### src/rtl/param_sync_fifo.sv
// Single-clock FIFO with registered read data, fill-level flags and sticky
// overflow/underflow error bits. Storage is never cleared; pointers define validity.
module param_sync_fifo #(
  parameter int WIDTH     = 8,
  parameter int FIFO_SIZE = 16,
  parameter int PTR_WIDTH = $clog2(FIFO_SIZE),
  parameter int AF_LEVEL  = FIFO_SIZE - 2,
  parameter int AE_LEVEL  = 2
) (
  input  logic                 clk,
  input  logic                 res,
  input  logic                 wr_en,
  input  logic [WIDTH-1:0]     wdata,
  input  logic                 rd_en,
  input  logic                 flush,
  input  logic                 clr_err,
  output logic [WIDTH-1:0]     rdata,
  output logic [PTR_WIDTH:0]   count,
  output logic                 full,
  output logic                 empty,
  output logic                 almost_full,
  output logic                 almost_empty,
  output logic                 overflow,
  output logic                 underflow
);

  localparam logic [PTR_WIDTH:0]   DEPTH = (PTR_WIDTH+1)'(FIFO_SIZE);
  localparam logic [PTR_WIDTH:0]   AF_T  = (PTR_WIDTH+1)'(AF_LEVEL);
  localparam logic [PTR_WIDTH:0]   AE_T  = (PTR_WIDTH+1)'(AE_LEVEL);
  localparam logic [PTR_WIDTH-1:0] LAST  = PTR_WIDTH'(FIFO_SIZE - 1);

  logic [WIDTH-1:0]     mem [FIFO_SIZE];
  logic [PTR_WIDTH-1:0] wr_ptr, rd_ptr;
  logic                 rd_acc, wr_acc, ovf_set, unf_set;

  function automatic logic [PTR_WIDTH-1:0] ptr_next(input logic [PTR_WIDTH-1:0] p);
    return (p == LAST) ? '0 : p + 1'b1;
  endfunction

  assign full         = (count == DEPTH);
  assign empty        = (count == '0);
  assign almost_full  = (count >= AF_T);
  assign almost_empty = (count <= AE_T);

  // A read frees a slot in the same cycle, so a full FIFO still takes a write
  // paired with a read; an empty FIFO never bypasses write data to rdata.
  assign rd_acc  = rd_en & ~empty;
  assign wr_acc  = wr_en & (~full | rd_acc);
  assign ovf_set = wr_en & full & ~rd_acc;
  assign unf_set = rd_en & empty;

  always_ff @(posedge clk) begin
    if (res) begin
      wr_ptr <= '0;
      rd_ptr <= '0;
      count  <= '0;
      rdata  <= '0;
    end else if (flush) begin
      wr_ptr <= '0;
      rd_ptr <= '0;
      count  <= '0;
    end else begin
      if (wr_acc) wr_ptr <= ptr_next(wr_ptr);
      if (rd_acc) begin
        rd_ptr <= ptr_next(rd_ptr);
        rdata  <= mem[rd_ptr];
      end
      case ({wr_acc, rd_acc})
        2'b10:   count <= count + 1'b1;
        2'b01:   count <= count - 1'b1;
        default: count <= count;
      endcase
    end
  end

  // Flush ignores the request lines, so it neither raises nor clears errors.
  always_ff @(posedge clk) begin
    if (res) begin
      overflow  <= 1'b0;
      underflow <= 1'b0;
    end else if (!flush) begin
      overflow  <= ovf_set | (overflow  & ~clr_err);
      underflow <= unf_set | (underflow & ~clr_err);
    end
  end

  always_ff @(posedge clk) begin
    if (!res && !flush && wr_acc) mem[wr_ptr] <= wdata;
  end

endmodule

### config.mk
export PLATFORM = sky130hd
export DESIGN_NAME = param_sync_fifo
export DESIGN_NICKNAME = d
export VERILOG_FILES = /design/src/rtl/param_sync_fifo.sv
export SDC_FILE = /design/constraint.sdc
export NUM_CORES = 1
export LEC_CHECK = 0
export BUFFER_PORTS_ARGS = -buffer_cell sky130_fd_sc_hd__buf_2
export CAP_MARGIN = 20
export CORE_AREA = 2 2 104 106
export CTS_CLUSTER_SIZE = 8
export DETAILED_ROUTE_END_ITERATION = 10
export DIE_AREA = 0 0 106 108
export PLACE_DENSITY = 0.75
export SLEW_MARGIN = 30
export SYNTH_ARGS = -nofsm -noshare
export SYNTH_HDL_FRONTEND = slang
export SYNTH_SLANG_ARGS = --single-unit
### constraint.sdc
create_clock -name clk -period 7.2 [get_ports clk]
set_input_delay 1.08 -clock clk [delete_from_list [all_inputs] [get_ports clk]]
set_output_delay 1.08 -clock clk [all_outputs]
set_load 0.01 [all_outputs]
# ---- Word-level counts from Yosys, hierarchy flattened
# Memory sizes are Yosys's and may differ from the RTL's. A register that Yosys moved wholly into a read port is not among the register bits.
# Index checks and enable logic that the tools add are counted.
dict set report classes {
  n_addsub 4
  magnitude_cmp 2
  n_eq_ne 5
  mux 5
  bitwise_logic 15
  n_reduce_logical 8
}
# op n
set ops {}
lappend ops {{$pmux W5 S2} 1}
lappend ops {{$add A4 B1 Y4 const B} 2}
lappend ops {{$eq A4 B4 Y1 const B} 2}
lappend ops {{$mux W4} 2}
lappend ops {{$and A1 B1 Y1} 7}
lappend ops {{$add A5 B1 Y5 const B} 1}
lappend ops {{$eq A5 B5 Y1 const B} 1}
lappend ops {{$ge A5 B4 Y1 const B} 1}
lappend ops {{$le A5 B2 Y1 const B} 1}
lappend ops {{$logic_not A5 Y1} 1}
lappend ops {{$not A1 Y1} 5}
lappend ops {{$sub A5 B1 Y5 const B} 1}
lappend ops {{$or A1 B1 Y1} 3}
lappend ops {{$eq A2 B1 Y1 const B} 1}
lappend ops {{$eq A2 B2 Y1 const B} 1}
lappend ops {{$logic_and A1 B1 Y1} 2}
lappend ops {{$logic_not A1 Y1} 2}
lappend ops {{$mux W1} 2}
lappend ops {{$reduce_and A2 Y1} 1}
lappend ops {{$reduce_bool A2 Y1} 1}
lappend ops {{$reduce_or A2 Y1} 1}
dict set report word_totals {
  ff_bits 15
  mem_bits_rw 128
  input_bits 14
  output_inout_bits 19
  wordCells 45
  n_memories 1
}
# name words width rd rd_ports_with_merged_regs wr line
set mem_list {}
lappend mem_list {mem 16 8 1 1 1 32} ;# logic [WIDTH-1:0] mem [FIFO_SIZE];

# ---- Longest topological paths before layout
dict set report depth {
  word_depth 8
  depth_mapped 11
  ltp_nobuf 9
}

# ---- Worst setup path after synthesis
# Ideal clock, no wire load.
dict set report synth_timing {
  path_type {input to register}
  startpoint {input port flush}
  endpoint {memory mem[3][0], enable pin}
  setup_time_ns 0.383
  arrival_time_ns 2.573
  required_ns 6.817
  setup_slack_ns 4.243
  path_stages 5
  path_buffers 1
  cell_sequence {or2_2 -> clkbuf_1 -> nor3_1 -> nand2_1 -> nor3_1}
}
dict set report synth_via {
  elab_chain_cells 5
}
# element line
set synth_rtl {}
lappend synth_rtl {{from (decl)} 15} ;# input logic flush,
lappend synth_rtl {{$logic_not A1 Y1} 88} ;# if (!res && !flush && wr_acc) mem[wr_ptr] <= wdata;
lappend synth_rtl {{$logic_and A1 B1 Y1 (2 in series)} 88}
lappend synth_rtl {{$mux W1} 88}
lappend synth_rtl {{$mux W1 (not written as such)} 88}
lappend synth_rtl {{to (decl)} 32}
# No other way between the ends.

# ---- Worst setup path after layout
dict set report layout_timing {
  startpoint {input port res}
  endpoint {memory mem[6][3], enable pin}
}
dict set report layout_via {
  elab_chain_cells 5
}
# element line
set layout_rtl {}
lappend layout_rtl {{from (decl)} 11} ;# input logic res,
lappend layout_rtl {{$logic_not A1 Y1} 88}
lappend layout_rtl {{$logic_and A1 B1 Y1 (2 in series)} 88}
lappend layout_rtl {{$mux W1} 88}
lappend layout_rtl {{$mux W1 (not written as such)} 88}
# No other way between the ends.

==> summary.txt <==
Critical path
  • Reg2Reg Depth: 5
  • Critical Path End Type: flip-flop
  • RR Startpoint: count[1]
  • Worst EP arrival: 3.17 ns
  • Setup CP Type: in -> reg
  • R2r setup slk: 4.51 ns
  • Critical path origin: res
  • R2r endpoint: mem[6][3]
  • CP startpoint kind: input port
  • Critical Path RT: 7.35 ns
  • Crit path max fanout: 15

Yosys
  • Post-synth cell types: 40
  • Syn. warnings: 0
  • Syn_area_per_cell: 17.4 um^2
  • Synth top area share: 0.634
  • Netlist Area Pre-Place: 6070 um^2
  • #FFs+latches synth: between 150 and 200
  • Cells after Synth: 349
  • Area leader, netlist: edfxtp_1
  • Sequential fraction of the synthesis area: 0.709
  • Syn_nets: 370
  • Synth top area cells: edfxtp_1 (63%), mux4_2 (12%), dfxtp_1 (7.6%), mux2i_1 (3.0%), nor2_1 (1.8%)

Route
  • DRC: 0
  • Vias: ~3,200
  • Post-route ant nets: 0
  • Vias per cell: about 6.0
  • DR WL/cell: between 20 and 25 um
  • Final WL: 11.8 mm
  • Iteration-0 DRC Markers: 291
  • Drt pass-1 iters: 4

Global routing
  • GRT met2 Usage: 0.335
  • First-pass GRT wire length: 18.3 mm
  • Met1 Track Usage GR: 0.321
  • M3 GR Usage: 0.0639
  • Gr busiest metal: met2
  • Initial antenna violation count: 0
  • Largest net degree at the start of global routing: 37
  • Total gr overflow: 0
  • Vias in the first global route: roughly 3,200
  • Gr usage total: 0.224

Pwr
  • Pwr Total: 1.87 mW
  • Leak pwr: 2.25 nW
  • Worst vdd ir: 0.149 mV
  • Pwr dens: between 200 and 300 nW/um^2

Layout
  • Synth-to-layout area growth: 13.9%
  • ANT cells: 0
  • Fin util: 0.675
  • Nets: about 400
  • Fin cells: 532
  • Most frequent cells in the layout: edfxtp_1 (128), mux4_2 (32), buf_2 (32)
  • Layout cells sized above 1: 0.270
  • Commonest non-fill, non-tap cell in the layout: edfxtp_1

Placed design
  • # port buffers: 32
  • Dpl ws: 3.45 ns
  • Placed instance count: 500
  • GP Congestion: 0.854
  • Post-DP HPWL: 7.52 mm

Worst hold path
  • Hold path cells: 2
  • Hold Crit Class: reg -> reg
  • Hold_sp: rdata[6]
  • Hold endpoint: rdata[6]

STA
  • Hold Violations, Final: 0
  • Slew Limit Fails: 0
  • Sum Neg Setup Slack: 0 ns
  • Final Skew: 0.00849 ns
  • RSZ-0062 raised after global routing: no
  • Tmin final: 3.03 ns
  • Relative slew slack: 0.468
  • Worst-Margin Slew: 0.795 ns
  • Fmax: 330 MHz
  • Final period utilization: 0.420
  • Final critical-path setup slack: 4.17 ns
  • Endpoints failing setup: 0

Floorplan
  • Initial Utilization: 0.593
  • Die area: 11,400 um^2
  • Chip width: 106 um
  • Die Ht: 108 um
  • Num rows: 37
  • Core area: approximately 10,000 um^2
  • # IOs: 33

Status
  • Status: finished clean

Clock tree
  • Worst skew pair latency: 0.52 ns
  • TritonCTS Buffers: 17
  • TritonCTS Sinks: 151
  • Post-cts resize count: 0
  • CTS tree: yes
  • Max Buffers Root-to-Sink: 2
  • Hold-fix buffers at CTS: 0
  • Clock Pin Slew Worst Setup and Hold Paths: 0.06 ns
  • Post CTS Setup Buffer Count: 0
  • CTS Root Cell: clkbuf_8
  • H-tree depth: 4

Run
  • Max Cap Viol: 0
-- where the power goes --
group	total [mW]	switching (mW)	internal (mW)
registers	0.959	0.00671	0.953
clock network	0.846	0.347	0.499
logic	0.0632	0.0403	0.0229
total	1.87	0.394	1.47
-- logic make-up after synthesis --
kind of cell / after synthesis / synth area share
buffers and inverters: 25 / 0.0192
DFF: 151 / 0.709
AOI/OAI and AO/OA: 45 / 0.0507
and+or+nand+nor: 64 / 0.0466
adders and majority gates: 7 / 0.0144
muxes: 51 / 0.151
xor gates and xnor gates: 6 / 0.00866
-- synth_stat cells, drive strengths merged --
| cell | number |
|---|---|
| a21oi | 12 |
| o21bai | 1 |
| o21ai | 12 |
| edfxtp | 128 |
| nor3 | 7 |
| o31a | 1 |
| or4 | 2 |
| or3 | 2 |
| a32oi | 2 |
| ha | 7 |
| and3 | 1 |
| nand2 | 16 |
| a31oi | 2 |
| o221ai | 1 |
| mux2 | 1 |
| a211oi | 1 |
| nor2b | 1 |
| a2bb2oi | 7 |
| a311oi | 1 |
| nand3 | 2 |
| xor2 | 3 |
| o31ai | 1 |
| or2 | 1 |
| mux4 | 32 |
| a2111oi | 1 |
| xnor2 | 3 |
| mux2i | 18 |
| nand2b | 3 |
| inv | 6 |
| o211ai | 1 |
| buf | 10 |
| dfxtp | 23 |
| clkbuf | 9 |
| o21a | 2 |
| nor2 | 29 |
-- stage by stage --
step,cell area [um^2],hold WS [ns]
finish,6910,0.472
global route,6910,0.512
CTS,6890,0.474
detailed placement,6320,0.460
global placement,6320,0.450
floorplan,6070,0.480
-- worst max-delay path by stage --
| stage | end |
|---|---|
| final | mem[6][3] |
| after global routing | mem[6][3] |
| after CTS | mem[3][1] |
| after detailed placement | mem[3][1] |
| after global placement | mem[3][2] |
| after floorplan | mem[3][0] |
-- cell type report --
type	count	area, um^2
tap	136	170
multi-input combinational	173	1670
sequential	151	4310
clock buffer	20	425
fill	666	3320
clock inverter	12	141
inverter	6	22.5
timing repair buffer	34	175
-- routing by layer --
layer / part of all wire / vias to the layer above
met2: 0.46 / 159
met5: 0 / -
met3: 0.093 / 22
met1: 0.42 / 1582
li1: - / 1444
met4: 0.022 / 0
-- critical path: stages --
cell	delay, ns
buf_2	0.13
or2_2	0.41
nor3_1	0.58
nand2_1	0.32
nor2_1	0.65
-- registers in the layout, summed over array words and instances, names as in the netlist --
signal     cells
count          5
mem          128
overflow       1
rd_ptr         4
rdata          8
underflow      1
wr_ptr         4
Note: power is estimated with default switching activity, not from simulation.
